`src/rtl/vdma_axi_pkg.sv`:
```
// vdma_axi_pkg: shared AXI response codes, response merge and burst-splitter FSM states
package vdma_axi_pkg;
  localparam logic [1:0] BRESP_OKAY   = 2'b00;
  localparam logic [1:0] BRESP_EXOKAY = 2'b01;
  localparam logic [1:0] BRESP_SLVERR = 2'b10;
  localparam logic [1:0] BRESP_DECERR = 2'b11;
  localparam logic [12:0] BOUNDARY_4K = 13'd4096;
  typedef enum logic [2:0] {S_IDLE, S_ADDR, S_DATA, S_WAITB, S_SRESP} state_t;
  function automatic logic [1:0] bresp_max(input logic [1:0] a, input logic [1:0] b);
    return (a > b) ? a : b;
  endfunction
endpackage

```
`src/rtl/burst_len_calc.sv`:
```
// burst_len_calc: sub-burst length limited by 4 KB boundary and MAX_BEATS, plus following address
module burst_len_calc import vdma_axi_pkg::*; #(
  parameter int ASIZE     = 29,
  parameter int LSIZE     = 9,
  parameter int BYTES     = 32,
  parameter int MAX_BEATS = 128
) (
  input  logic [ASIZE-1:0] addr,
  input  logic [LSIZE:0]   remain,
  output logic [LSIZE:0]   sub,
  output logic [ASIZE-1:0] next_addr
);
  localparam int BW = $clog2(BYTES);
  localparam int CW = (LSIZE + 1 > 13) ? LSIZE + 1 : 13;
  logic [CW-1:0] to_bound;
  logic [CW-1:0] rem_w;
  logic [CW-1:0] lim;
  assign to_bound  = CW'((BOUNDARY_4K - {1'b0, addr[11:0]}) >> BW);
  assign rem_w     = CW'(remain);
  assign lim       = (to_bound < CW'(MAX_BEATS)) ? to_bound : CW'(MAX_BEATS);
  assign sub       = (LSIZE+1)'((rem_w < lim) ? rem_w : lim);
  assign next_addr = addr + (ASIZE'(sub) << BW);
endmodule

```
`src/rtl/axi_wr_burst_split.sv`:
```
// axi_wr_burst_split: splits one AXI4 write burst into 4 KB-safe sub-bursts and merges their B responses
module axi_wr_burst_split import vdma_axi_pkg::*; #(
  parameter int ASIZE     = 29,
  parameter int LSIZE     = 9,
  parameter int AXI_DSIZE = 256,
  parameter int IDSIZE    = 4,
  parameter int MAX_BEATS = 128
) (
  input  logic                   axi_aclk,
  input  logic                   axi_reset,
  input  logic [IDSIZE-1:0]      s_axi_awid,
  input  logic [ASIZE-1:0]       s_axi_awaddr,
  input  logic [LSIZE-1:0]       s_axi_awlen,
  input  logic [2:0]             s_axi_awsize,
  input  logic [1:0]             s_axi_awburst,
  input  logic                   s_axi_awlock,
  input  logic [3:0]             s_axi_awcache,
  input  logic [2:0]             s_axi_awprot,
  input  logic [3:0]             s_axi_awqos,
  input  logic                   s_axi_awvalid,
  output logic                   s_axi_awready,
  input  logic [AXI_DSIZE-1:0]   s_axi_wdata,
  input  logic [AXI_DSIZE/8-1:0] s_axi_wstrb,
  input  logic                   s_axi_wlast,
  input  logic                   s_axi_wvalid,
  output logic                   s_axi_wready,
  output logic [IDSIZE-1:0]      s_axi_bid,
  output logic [1:0]             s_axi_bresp,
  output logic                   s_axi_bvalid,
  input  logic                   s_axi_bready,
  output logic [IDSIZE-1:0]      m_axi_awid,
  output logic [ASIZE-1:0]       m_axi_awaddr,
  output logic [LSIZE-1:0]       m_axi_awlen,
  output logic [2:0]             m_axi_awsize,
  output logic [1:0]             m_axi_awburst,
  output logic                   m_axi_awlock,
  output logic [3:0]             m_axi_awcache,
  output logic [2:0]             m_axi_awprot,
  output logic [3:0]             m_axi_awqos,
  output logic                   m_axi_awvalid,
  input  logic                   m_axi_awready,
  output logic [AXI_DSIZE-1:0]   m_axi_wdata,
  output logic [AXI_DSIZE/8-1:0] m_axi_wstrb,
  output logic                   m_axi_wlast,
  output logic                   m_axi_wvalid,
  input  logic                   m_axi_wready,
  input  logic [IDSIZE-1:0]      m_axi_bid,
  input  logic [1:0]             m_axi_bresp,
  input  logic                   m_axi_bvalid,
  output logic                   m_axi_bready
);
  localparam int BYTES = AXI_DSIZE / 8;
  localparam int BW    = $clog2(BYTES);
  localparam int CNTW  = $clog2(2**LSIZE + 1);
  state_t            state, state_nx;
  logic [IDSIZE-1:0] id_r;
  logic [ASIZE-1:0]  addr_r;
  logic [2:0]        size_r;
  logic [1:0]        burst_r;
  logic              lock_r;
  logic [3:0]        cache_r;
  logic [2:0]        prot_r;
  logic [3:0]        qos_r;
  logic [LSIZE:0]    remain_r, sub_r, beat_r, sub;
  logic [CNTW-1:0]   issued_r, bcnt_r;
  logic [1:0]        resp_r;
  logic              werr_r;
  logic [ASIZE-1:0]  next_addr;
  logic              aw_hs, maw_hs, w_hs, b_hs, last_beat, up_last;
  logic              unused;
  burst_len_calc #(.ASIZE(ASIZE), .LSIZE(LSIZE), .BYTES(BYTES), .MAX_BEATS(MAX_BEATS)) u_len (
    .addr(addr_r), .remain(remain_r), .sub(sub), .next_addr(next_addr)
  );
  assign unused    = ^{m_axi_bid, s_axi_awaddr[BW-1:0]};
  assign aw_hs     = (state == S_IDLE) && s_axi_awvalid;
  assign maw_hs    = (state == S_ADDR) && m_axi_awready;
  assign w_hs      = (state == S_DATA) && s_axi_wvalid && m_axi_wready;
  assign b_hs      = (state != S_IDLE) && m_axi_bvalid;
  assign last_beat = beat_r == sub_r - (LSIZE+1)'(1);
  assign up_last   = last_beat && (remain_r == '0);
  assign m_axi_awid    = id_r;
  assign m_axi_awaddr  = addr_r;
  assign m_axi_awlen   = (state == S_ADDR) ? LSIZE'(sub - (LSIZE+1)'(1)) : '0;
  assign m_axi_awsize  = size_r;
  assign m_axi_awburst = burst_r;
  assign m_axi_awlock  = lock_r;
  assign m_axi_awcache = cache_r;
  assign m_axi_awprot  = prot_r;
  assign m_axi_awqos   = qos_r;
  assign m_axi_bready  = state != S_IDLE;
  assign s_axi_bid     = id_r;
  assign s_axi_bresp   = bresp_max(resp_r, werr_r ? BRESP_SLVERR : BRESP_OKAY);
  always_ff @(posedge axi_aclk)
    state <= axi_reset ? S_IDLE : state_nx;
  always_comb begin
    state_nx      = state;
    s_axi_awready = 1'b0;
    m_axi_awvalid = 1'b0;
    m_axi_wvalid  = 1'b0;
    s_axi_wready  = 1'b0;
    m_axi_wdata   = '0;
    m_axi_wstrb   = '0;
    m_axi_wlast   = 1'b0;
    s_axi_bvalid  = 1'b0;
    case (state)
      S_IDLE: begin
        s_axi_awready = !axi_reset;
        if (s_axi_awvalid) state_nx = S_ADDR;
      end
      S_ADDR: begin
        m_axi_awvalid = 1'b1;
        if (m_axi_awready) state_nx = S_DATA;
      end
      S_DATA: begin
        m_axi_wvalid = s_axi_wvalid;
        s_axi_wready = m_axi_wready;
        m_axi_wdata  = s_axi_wdata;
        m_axi_wstrb  = s_axi_wstrb;
        m_axi_wlast  = last_beat;
        if (w_hs && last_beat) state_nx = (remain_r != '0) ? S_ADDR : S_WAITB;
      end
      S_WAITB: if (bcnt_r == issued_r) state_nx = S_SRESP;
      S_SRESP: begin
        s_axi_bvalid = 1'b1;
        if (s_axi_bready) state_nx = S_IDLE;
      end
      default: state_nx = S_IDLE;
    endcase
  end
  always_ff @(posedge axi_aclk) begin
    if (axi_reset) begin
      id_r     <= '0;
      addr_r   <= '0;
      size_r   <= '0;
      burst_r  <= '0;
      lock_r   <= 1'b0;
      cache_r  <= '0;
      prot_r   <= '0;
      qos_r    <= '0;
      remain_r <= '0;
      sub_r    <= '0;
      beat_r   <= '0;
      issued_r <= '0;
      bcnt_r   <= '0;
      resp_r   <= BRESP_OKAY;
      werr_r   <= 1'b0;
    end else begin
      if (aw_hs) begin
        id_r     <= s_axi_awid;
        addr_r   <= {s_axi_awaddr[ASIZE-1:BW], BW'(0)};
        size_r   <= s_axi_awsize;
        burst_r  <= s_axi_awburst;
        lock_r   <= s_axi_awlock;
        cache_r  <= s_axi_awcache;
        prot_r   <= s_axi_awprot;
        qos_r    <= s_axi_awqos;
        remain_r <= {1'b0, s_axi_awlen} + (LSIZE+1)'(1);
      end
      if (maw_hs) begin
        addr_r   <= next_addr;
        remain_r <= remain_r - sub;
        sub_r    <= sub;
        beat_r   <= '0;
        issued_r <= issued_r + CNTW'(1);
      end
      // beat count follows awlen; a wlast that disagrees only raises the sticky error
      if (w_hs) begin
        beat_r <= beat_r + (LSIZE+1)'(1);
        if (s_axi_wlast != up_last) werr_r <= 1'b1;
      end
      if (b_hs) begin
        bcnt_r <= bcnt_r + CNTW'(1);
        resp_r <= bresp_max(resp_r, m_axi_bresp);
      end
      if (state == S_SRESP && s_axi_bready) begin
        issued_r <= '0;
        bcnt_r   <= '0;
        resp_r   <= BRESP_OKAY;
        werr_r   <= 1'b0;
      end
    end
  end
endmodule
```
`config.mk`:
```
export PLATFORM = sky130hd
export DESIGN_NAME = axi_wr_burst_split
export DESIGN_NICKNAME = d
export VERILOG_FILES = /design/src/rtl/vdma_axi_pkg.sv /design/src/rtl/burst_len_calc.sv /design/src/rtl/axi_wr_burst_split.sv
export SDC_FILE = /design/constraint.sdc
export NUM_CORES = 1
export LEC_CHECK = 0
export CORE_AREA = 2 2 282 284
export CTS_CLUSTER_SIZE = 16
export DETAILED_ROUTE_END_ITERATION = 7
export DIE_AREA = 0 0 284 286
export HOLD_SLACK_MARGIN = 0.15
export SLEW_MARGIN = 15
export SYNTH_ARGS = -nofsm -noshare
export SYNTH_HDL_FRONTEND = slang
export SYNTH_SLANG_ARGS = --single-unit
```
`constraint.sdc`:
```
create_clock -name axi_aclk -period 12.4 [get_ports axi_aclk]
set_input_delay 3.1 -clock axi_aclk [delete_from_list [all_inputs] [get_ports axi_aclk]]
set_output_delay 3.1 -clock axi_aclk [all_outputs]
set_load 0.02 [all_outputs]
```
==> results of run 1 <==
## flip-flops by register name, indices dropped and copies added (netlist names), 4 cells and up
register       count
remain_r          10
beat_r            10
issued_r          10
m_axi_awid         4
m_axi_awcache      4
m_axi_awqos        4
sub_r             10
bcnt_r            10
m_axi_awaddr      24
## placed cells by master (no fill, tap or decap), types with 10 or more instances in the layout
| master | instances |
|---|---|
| a211oi_1 | 11 |
| a21oi_1 | 74 |
| a311oi_1 | 10 |
| and2_1 | 293 |
| and3_1 | 10 |
| buf_4 | 10 |
| clkdlybuf4s50_1 | 706 |
| dfxtp_1 | 101 |
| ha_1 | 36 |
| inv_1 | 27 |
| mux2i_1 | 10 |
| nand2_1 | 120 |
| nand3_1 | 24 |
| nand4_1 | 13 |
| nor2_1 | 90 |
| nor3_1 | 18 |
| o21ai_0 | 20 |
| xnor2_1 | 31 |
| xor2_1 | 36 |
## worst max-delay path: cells and delay by family, from the launching register on
kind	cells	cell delay [ns]
AO/OA/AOI/OAI	6	2.17
buffers and inverters	4	1.20
adder cells (fa/ha/maj)	3	0.89
flip-flops	1	0.56
AND/OR/NAND/NOR	3	0.50
## where the power goes
group | internal (uW) | switching, uW | total, uW
clock network | 147 | 153 | 300
registers | 349 | 36.9 | 386
logic | 468 | 575 | 1040
## area by class of cell
type                            count  area [sq um]  area share, %
Inverter                           34           128          0.760
Tap cell                         1050          1310           7.82
Timing Repair Buffer              717          7150           42.6
Antenna cell                        9          22.5          0.134
Clock inverter                      5          52.6          0.313
Sequential cell                   101          2020           12.0
Clock buffer                       11           243           1.45
Multi-Input combinational cell    934          5860           34.9
## worst max path at each step
stage                    startpoint             end  slack [ns]  depth (start not counted)
floorplan           m_axi_awaddr[5]  m_axi_awlen[6]        4.95                         17
global placement    m_axi_awaddr[5]  m_axi_awlen[6]        4.10                         16
detailed placement  m_axi_awaddr[5]  m_axi_awlen[8]        4.07                         16
CTS                 m_axi_awaddr[5]  m_axi_awlen[8]        3.64                         16
global route        m_axi_awaddr[5]  m_axi_awlen[6]        3.25                         16
finish              m_axi_awaddr[5]  m_axi_awlen[8]        3.61                         16
## cells by family after synthesis
| family | Yosys count | share of synthesized area [%] |
|---|---|---|
| fa+ha+maj | 38 | 5.90 |
| simple gates | 619 | 40.4 |
| buf+inv | 115 | 5.65 |
| flops | 101 | 24.3 |
| xor+xnor | 68 | 7.26 |
| compound gates | 185 | 14.3 |
| other cells | 1 | 0.0451 |
| mux | 17 | 2.15 |
## routing by layer
layer  global-route usage [%]  wire length [microns]  share of wire (%)  up-vias
met5                        0                     58              0.073        -
met4                     1.57                   1490                1.9        8
met3                     11.5                  11600                 15      183
met2                     32.3                  37500                 47      630
met1                     20.5                  29100                 36     5068
li1                         -                      -                  -     5139
## stage by stage
stage	instance area (sq um)	hold slack, ns	setup WS [ns]	util (%)	std cells
floorplan	8330	0.473	4.95	-	1150
global placement	16500	0.444	4.10	21.0	2836
detailed placement	16500	0.446	4.07	21.0	2836
CTS	16800	0.458	3.64	21.4	2852
global route	16800	0.480	3.25	21.4	2853
finish	16800	0.458	3.61	21.4	2861
==> metrics.yaml, run 1 <==
outcome:
  status: "finished, final reports clean"
route:
  wl_per_cell_microns: 27.9
  ant_nets: 0
  wl_microns: 79800
  vias_per_cell: 3.85
  drt-initial-drc-count: 712
  route.detailed.drc: 0
  num_vias: 11000
  first_pass_iters: 5
floorplan:
  die_y_microns: 286
  dieArea_sq_mm: 0.0812
  die_x_microns: 284
  rows: 103
  initial_utilization_pct: 10.6
  core_sq_mm: 0.0784
  pin_count: 722
sta:
  setup_viol: 0
  period_needed_ns: 8.79
  finalCritPeriodShare_pct: 70.9
  rsz0062_at_grt: "no"
  drv_slew: 0
  relSlewSlack_pct: 29.0
  worst_pin_slew_ns: 1.06
  max_freq_mhz: 114
  final.setup_skew_ns: 0.0176
  fin_setup_tns_ns: 0
  hold_violations: 0
clock_tree:
  post-cts-setup-buffer-count: 0
  htreeDepth: 3
  cts_buffer_depth: 2
  cts_buffers: 9
  cts.sinks: 101
  cts_root_buf: "clkbuf_16"
  cts_tree: "yes"
  clkLatencyLatePin_ns: 0.38
  post_cts_resized: 0
  path_clk_slew_ns: 0.08
  hold_buffers: 0
synth:
  ys_warn_count: 0
  syn_area_per_cell_sq_um: 7.26
  ys_ff_latch: 101
  synth_common_cells: "and2_1, nand2_1, dfxtp_1, nor2_1, a21oi_1"
  netlist_area_sq_mm: 0.00831
  synth_most_common_cell: "and2_1"
  synth_top_cell_by_area: "dfxtp_1"
  yosysSeqAreaShare_pct: 24.3
  ys_top_cells_by_area: "dfxtp_1, and2_1, nand2_1"
  synth_ff_type: "dfxtp_1"
  synth_edf_count: 0
  synthArstFlopShare_pct: 0
  synth_top_cell_area_share_pct: 24.3
  synthCells: 1144
  yosysUniqueCellTypes: 71
grt:
  grt_overflow: 0
  grt_first_pass_wirelength_microns: 102000
  antenna_found_initial: 93
  grt_usage_pct: 18.8
  grt_pass1_vias: 10500
  grt_max_degree: 120
hold_path:
  hold_path_startpoint: "m_axi_awqos[1]"
  hp-class: "reg2reg"
  holdPathStages: 2
  worstHoldEndpoint: "m_axi_awqos[1]"
worst_setup_path:
  critPathMaxStageDelay_ns: 0.60
  crit_path_start_kind: "register"
  cp.required_ns: 9.30
  path_cells: "inv_1 > ha_1 > o311ai_1 > inv_1 > ha_1 > and3_1 > a221oi_1 > o21ai_1 > a2111oi_4 > buf_4 > nor2_1 > a21oi_1 > ha_1 > a21boi_1 > and4_1 > clkdlybuf4s50_1"
  r2r.worst_path.cells: 23
  critPathCaptureType: "output pin"
  path_class: "reg2out"
  critPathSlowestCell: "clkdlybuf4s50_1"
  reg2reg_to: "m_axi_awaddr[21]"
  crit_path_max_fanout: 20
  r2r_start: "m_axi_awaddr[5]"
  path_common_cell: "ha_1"
  worstPathArrival_ns: 5.69
  worst-r2r-setup-slack_ns: 6.16
pwr:
  power_density_mw_per_mm2: 103
  p_leak_uw: 0.00614
  ir_drop_v: 0.0000630
  power.total_uw: 1730
finish:
  nFillCells: 8812
  syn2layout_area_growth_pct: 102
  fin_nets: 2197
  layout-drive-gt1-share_pct: 2.61
place:
  port_buffers: 707
  post-dp-hpwl_microns: 68800
  place.gp.congestion: 0.893
job:
  maxCapViolCount: 0
No activity file was read; power rests on OpenSTA's default activity.
==> run 2, diff against run 1 <==
- CORE_AREA: 2 2 282 284 -> 2 2 283 285
- DIE_AREA: 0 0 284 286 -> 0 0 285 287
- clock period: 12.4 -> 7.4 ns (I/O delays scaled with it)
==> metrics.yaml, run 2 (synthesis results as in run 1) <==
worst_setup_path:
  r2r_start: "m_axi_awaddr[5]"
  reg2reg_to: "m_axi_awaddr[15]"
  worstPathArrival_ns: 5.17
  path_class: "reg2out"
  r2r.worst_path.cells: 25
  critPathSlowestCell: "clkdlybuf4s50_1"
  path_cells: "inv_1 > ha_1 > o21ai_0 > nor2_1 > a21oi_1 > inv_1 > ha_1 > and3_1 > a221oi_1 > o21ai_1 > a2111oi_4 > buf_4 > nor2_1 > a21oi_1 > ha_1 > a21boi_1 > mux2i_1 > clkdlybuf4s50_1"
  path_common_cell: "ha_1"
  crit_path_start_kind: "register"
  cp.required_ns: 5.55
  critPathCaptureType: "output pin"
  critPathMaxStageDelay_ns: 0.62
  worst-r2r-setup-slack_ns: 1.35
  crit_path_max_fanout: 19
finish:
  layout_commonest_cell: "clkdlybuf4s50_1"
  register_area_sq_mm: 0.00202
  syn2layout_area_growth_pct: 103
  largest_reg_flops: 24
  nFillCells: 8883
  fin_nets: 2198
  layout-drive-gt1-share_pct: 2.77
  most-common-layout-cells: "clkdlybuf4s50_1, and2_1, nand2_1"
  multiInputGateArea_sq_mm: 0.00587
  postLayoutCellArea_sq_mm: 0.0169
sta:
  rsz0062_at_grt: "no"
  finalCritPeriodShare_pct: 94.9
  worst_pin_slew_ns: 1.01
  max_freq_mhz: 142
  setup_viol: 0
  period_needed_ns: 7.02
  hold_violations: 0
  final.setup_skew_ns: 0.0157
  fin_setup_tns_ns: 0
  drv_slew: 0
  relSlewSlack_pct: 32.5
clock_tree:
  cts_root_buf: "clkbuf_16"
  cts_buffer_depth: 2
  cts_buffers: 9
  clkLatencyLatePin_ns: 0.37
  hold_buffers: 0
  post-cts-setup-buffer-count: 0
  cts.sinks: 101
  cts_tree: "yes"
  path_clk_slew_ns: 0.09
  htreeDepth: 3
route:
  drt-initial-drc-count: 717
  wl_per_cell_microns: 30.6
  wl_microns: 87800
  route.detailed.drc: 0
  first_pass_iters: 5
  ant_nets: 0
  vias_per_cell: 3.91
  num_vias: 11200
place:
  port_buffers: 707
  place.gp.congestion: 0.938
  post-dp-hpwl_microns: 76800
  place_area_sq_mm: 0.0165
hold_path:
  worstHoldEndpoint: "m_axi_awcache[2]"
  hp-class: "reg2reg"
  hold_path_startpoint: "m_axi_awcache[2]"
  holdPathStages: 2
job:
  maxCapViolCount: 0
grt:
  grt_usage_pct: 20.6
  grt_overflow: 0
  grt_max_degree: 163
  antenna_found_initial: 114
  grt_pass1_vias: 10500
  grt_first_pass_wirelength_microns: 110000
floorplan:
  core_sq_mm: 0.0786
  die_x_microns: 285
  pin_count: 722
  initial_utilization_pct: 10.6
  rows: 103
  dieArea_sq_mm: 0.0818
  die_y_microns: 287
outcome:
  status: "finished, final reports clean"
pwr:
  ir_drop_v: 0.000126
  power_density_mw_per_mm2: 174
  p_leak_uw: 0.00616
run 2: cell types whose count changed in the layout (fill, tap and decap cells not counted), sizes merged:
cell    before  now
inv         36   37
clkbuf      11    9
buf         11   12
clkinv       3    4
diode        9   13
run 2: metal layers:
| metal | part of all wire, % | vias to the layer above | wire (microns) | global-route usage [%] |
|---|---|---|---|---|
| met5 | 0.084 | - | 74 | 0 |
| met4 | 1.7 | 12 | 1480 | 1.99 |
| met3 | 13 | 192 | 11200 | 11.1 |
| met2 | 47 | 646 | 41000 | 34.7 |
| met1 | 39 | 5201 | 34000 | 23.8 |
| li1 | - | 5145 | - | - |
run 2: cell type report:
class / instances / share of cell area [%]
multi-input combinational: 934 / 34.8
tap: 1050 / 7.79
sequential: 101 / 12.0
inverter: 34 / 0.757
clock buffer: 9 / 1.34
timing repair buffer: 718 / 42.6
antenna: 13 / 0.193
clock inverter: 7 / 0.512
run 2: how the worst max path moves through the flow:
stage                     slack (ns)        endpoint             from
after global placement          0.67  m_axi_awlen[6]  m_axi_awaddr[5]
after detailed placement        0.65  m_axi_awlen[6]  m_axi_awaddr[5]
after floorplan                 1.20  m_axi_awlen[6]  m_axi_awaddr[5]
final                           0.38  m_axi_awlen[6]  m_axi_awaddr[5]
after CTS                       0.26  m_axi_awlen[6]  m_axi_awaddr[5]
after global routing            0.01  m_axi_awlen[6]  m_axi_awaddr[5]
run 2: worst max-delay path, delay by kind of cell, from the launching register on:
family	cells	cell delay, ns
and+or+nand+nor	3	0.30
muxes	1	0.21
DFF	1	0.53
AOI/OAI and AO/OA	7	1.76
buffers and inverters	4	1.14
adders and majority gates	3	0.86
run 2: repair_timing:
item / CTS / global route
setup endpoints to repair: 0 / 2
resized for setup: 0 / 1
endpoints found under the hold margin: 0 / 0
run 2: where the power goes:
| group | leakage [uW] | total (uW) | internal [uW] | switching, uW |
|---|---|---|---|---|
| Combinational | 0.00518 | 1770 | 796 | 976 |
| Sequential | 0.000824 | 646 | 584 | 61.4 |
| Clock | 0.000151 | 511 | 245 | 266 |
| Total | 0.00616 | 2930 | 1630 | 1300 |
run 2: stage by stage:
stage,instances,total power [uW],hold slack [ns],utilization [%],worst slack [ns]
global route,2857,3110,0.486,21.4,0.0135
finish,2866,2930,0.463,21.4,0.375
CTS,2853,2950,0.462,21.4,0.262
detailed placement,2837,2420,0.449,21.0,0.652
global placement,2837,2420,0.443,21.0,0.669
floorplan,1150,1580,0.473,-,1.20
==> RTL edit 1, RTL diff (flow settings as in run 2) <==
Reset style: asynchronous (`axi_reset`), changed in one clocked block.
--- a/src/rtl/axi_wr_burst_split.sv
+++ b/src/rtl/axi_wr_burst_split.sv
@@ -128,5 +128,5 @@
     endcase
   end
-  always_ff @(posedge axi_aclk) begin
+  always_ff @(posedge axi_aclk or posedge axi_reset) begin
     if (axi_reset) begin
       id_r     <= '0;
Function: differs if axi_reset is asserted again (counterexample within 4 cycles, from zero or initial values and one cycle with axi_reset high); with axi_reset held inactive, the same outputs for 4 cycles.
==> RTL edit 1 against run 2 <==
Global-route usage is 4.6 points lower. Area after synthesis up 5.0%. Sequential cell count unchanged. Final area increased by 2.4%. Final cell count shrank 0.77%. Routed wire length is 22% lower. Setup slack improved by 0.10 ns. Sequential share of layout area grew 2.6 points. Total power increased by 34%. Largest cell class unchanged. Largest power group unchanged.
==> RTL edit 1: results (changes against run 2) <==
Power:
- The internal power consumption came to 0.002102 W (was 0.001625 W).
- The relative contribution of the clock network to total power came to 13.4% (was 17.4%).
- The maximum ir drop on the vdd rail is 150.0 uV (was 125.7 uV).

Synth:
- Top post-synthesis cells by area: sky130_fd_sc_hd__dfrtp_1 28%, sky130_fd_sc_hd__and2_1 21%, sky130_fd_sc_hd__nand2_1 5.3% (was sky130_fd_sc_hd__dfxtp_1 24%, sky130_fd_sc_hd__and2_1 22%, sky130_fd_sc_hd__nand2_1 5.5%).
- The fraction of synthesized cell area in xor and xnor cells is 6.025% (was 7.257%).
- The proportion of synthesized area in mux cells came to 1.879% (was 2.153%).
- The post-synthesis instance total is 1118 (was 1144).
- The share of synthesized flip-flops with an asynchronous set or reset was 97.03% (was 0%).
- The number of unique standard cell types used by synthesis is 77 (was 71).
- The complex-gate fraction of the synthesized area was 13.36% (was 14.26%).

Critical path:
- The arrival time of the worst setup path was 5.07 ns (was 5.17 ns).
- The largest driver fanout on the critical path is 12 (was 19).
- The worst stage delay on the critical path was 0.69 ns (was 0.62 ns).

Placed design:
- The total placed cells including tap cells is 2817 (was 2837).
- The worst slack after detailed placement was 0.9066 ns (was 0.6521 ns).

Global route:
- The met2 track demand over resource is 23.87% (was 34.66%).
- The first-pass GRT wire length is 89890 um (was 110100 um).
- The pin count of the biggest net entering global routing is 171 (was 163).
- The via count of the first global-routing pass was 10420 (was 10490).
- The routing usage on met1 is 20.47% (was 23.83%).

Run status:
- Status: complete, no violations (unchanged).

Routing:
- The wire length per cell came to 24.06 um (was 30.62 um).
- The post-route met1 wirelength is 29600 um (was 34010 um).
- The detailed-routed wire length on met3 is 8593 um (was 11180 um).

Cells and area:
- The number of fill cells is 8747 (was 8883).

Clocking:
- The CTS clock-pin slew for the worst setup and hold paths came to 0.07 ns (was 0.09 ns).

STA:
- The slew at the pin with the worst max-slew slack is 1.003 ns (was 1.008 ns).
- The clock skew after layout is 0.01066 ns (was 0.01570 ns).
==> RTL edit 1: cell count changes after synthesis, moves of 6 or more <==
cell                              run 2  this run
sky130_fd_sc_hd__nor2_1              90        64
sky130_fd_sc_hd__a22oi_1              4        10
sky130_fd_sc_hd__a311oi_1            10         2
sky130_fd_sc_hd__o21ai_0             20        37
sky130_fd_sc_hd__dfrtp_1              0        98
sky130_fd_sc_hd__nor3_1              18        24
sky130_fd_sc_hd__inv_1               27        33
sky130_fd_sc_hd__a21oi_1             74        39
sky130_fd_sc_hd__o22ai_1              5        14
sky130_fd_sc_hd__mux2_1               6         0
sky130_fd_sc_hd__a211oi_1            11         3
sky130_fd_sc_hd__dfxtp_1            101         3
==> RTL edit 1: final timing paths <==
check | startpoint | endpoint | slack [ns] | cells after the start
setup / recovery | m_axi_awaddr[8] | m_axi_awlen[7] | 0.48 | 14
hold / removal | m_axi_awsize[2] | m_axi_awsize[2] | 0.48 | 2
setup reg to reg | m_axi_awaddr[8] | m_axi_awaddr[16] | 1.63 | 20
hold reg to reg | m_axi_awsize[2] | m_axi_awsize[2] | 0.48 | 2
max in group asynchronous | axi_reset | remain_r[1] | 4.11 | 3
min in group asynchronous | axi_reset | m_axi_awid[3] | 2.20 | 2
==> RTL edit 1: cells by family after synthesis <==
logic type / count (synthesis)
mux: 16
flops: 101
fa+ha+maj: 38
buf+inv: 112
other cells: 1
simple gates: 616
xor+xnor: 60
compound gates: 174
==> RTL edit 1: area by class of cell <==
cell class | instances | area share (%)
repair buffers | 718 | 41.56
multi-input cells | 911 | 33.45
flip-flops and latches | 101 | 14.56
well taps | 1050 | 7.613
clock buffers | 9 | 1.305
inverters | 37 | 0.8193
clock inverters | 7 | 0.5365
diodes | 11 | 0.1595
==> RTL edit 2, RTL diff (flow settings as in run 2) <==
Made on the original files. `IDSIZE`: 4 -> 8.
--- a/src/rtl/axi_wr_burst_split.sv
+++ b/src/rtl/axi_wr_burst_split.sv
@@ -4,5 +4,5 @@
   parameter int LSIZE     = 9,
   parameter int AXI_DSIZE = 256,
-  parameter int IDSIZE    = 4,
+  parameter int IDSIZE    = 8,
   parameter int MAX_BEATS = 128
 ) (
Ports: changed (resized m_axi_awid, m_axi_bid, s_axi_awid and s_axi_bid); port bits go from 722 to 738. No check against the original RTL was run, so the function may have changed too.
==> RTL edit 2 against run 2 <==
First-iteration DRC count grew 11%. Final area grew 2.3%. Sequential cell count grew 4. Setup slack gained 0.019 ns. Routed wire length grew 4.0%. Total power grew 4.1%. Area after synthesis grew 4.4%.
==> RTL edit 2: results (changes against run 2) <==
Run status:
- Status: complete, no violations (unchanged).

Routing:
- The total number of vias came to 11550 (was 11200).
- The DRC marker count from the first detailed-route iteration is 798 (was 717).
- The wire length per cell is 31.32 um (was 30.62 um).
- The detailed-routed wire length on met3 is 10540 um (was 11180 um).

Synth:
- The proportion of synthesized chip area in sequential cells is 24.24% (was 24.33%).
- The complex-gate fraction of the synthesized area was 14.57% (was 14.26%).
- Commonest cells in the synthesized netlist: 295 x sky130_fd_sc_hd__and2_1, 125 x sky130_fd_sc_hd__nand2_1, 105 x sky130_fd_sc_hd__dfxtp_1 (was 294 x sky130_fd_sc_hd__and2_1, 121 x sky130_fd_sc_hd__nand2_1, 101 x sky130_fd_sc_hd__dfxtp_1).
- The fraction of synthesized cell area in xor and xnor cells came to 5.959% (was 7.257%).
- The mean instance size in the synthesized netlist is 7.355 sq um (was 7.264 sq um).
- The fraction of the mapped netlist area in adder cells was 5.656% (was 5.902%).
- The number of unique standard cell types used by synthesis is 77 (was 71).

Global route:
- The number of antenna violations at the first check in global routing is 66 (was 114).
- The pin count of the biggest net entering global routing is 96 (was 163).
- The first-pass GRT wire length is 115100 um (was 110100 um).
- The routing usage on met3 came to 10.98% (was 11.08%).
- The via count of the first global-routing pass is 11120 (was 10490).
- The routing usage on met1 is 25.44% (was 23.83%).

STA:
- The post-route worst setup slack came to 0.3945 ns (was 0.3751 ns).
- The tightest hold margin is 0.4574 ns (was 0.4628 ns).

Cells and area:
- The number of nets in the final layout is 2243 (was 2198).
- The number of fill cells is 8837 (was 8883).
- The fraction of layout cells with a size suffix above 1 is 3.098% (was 2.773%).
- The final cell count without fillers was 2915 (was 2866).

Power:
- The leakage power of the design is 6.341 nW (was 6.156 nW).
- The power consumption is 0.003049 W (was 0.002928 W).
- The power dissipated by switching net loads is 0.001389 W (was 0.001303 W).

Critical path:
- The arrival time of the worst setup path is 5.16 ns (was 5.17 ns).
- The largest driver fanout on the critical path came to 17 (was 19).
- The cell count of the worst reg-to-reg path was 22 (was 25).

Placed design:
- The HPWL after detailed placement is 79630 um (was 76830 um).
- The count of input and output buffers is 719 (was 707).
- The cell area after placement is 16860 sq um (was 16510 sq um).

Hold path:
- The endpoint of the worst hold path was m_axi_awqos[0] (was m_axi_awcache[2]).
RTL edit 2: kinds of logic after synthesis:
logic type / Yosys count
fa+ha+maj: 38
xor+xnor: 59
flops: 105
simple gates: 647
compound gates: 193
other cells: 1
mux: 15
buf+inv: 121
RTL edit 2: worst max-delay path by stage:
| stage | end | slack, ns |
|---|---|---|
| after floorplan | m_axi_awlen[8] | 1.48 |
| after global placement | m_axi_awlen[6] | 0.63 |
| after detailed placement | m_axi_awlen[6] | 0.62 |
| after CTS | m_axi_awlen[6] | 0.16 |
| after global routing | m_axi_awlen[6] | 0.08 |
| final | m_axi_awlen[6] | 0.39 |
RTL edit 2: final cells by class:
cell class	instances	area (sq um)	share of cell area, %
Clock inverter	7	85.08	0.4936
Inverter	32	121.4	0.7041
Sequential cell	105	2102	12.19
Tap cell	1050	1314	7.621
Clock buffer	9	225.2	1.307
Antenna cell	25	62.56	0.3629
Timing Repair Buffer	728	7274	42.20
Multi-Input combinational cell	959	6053	35.12
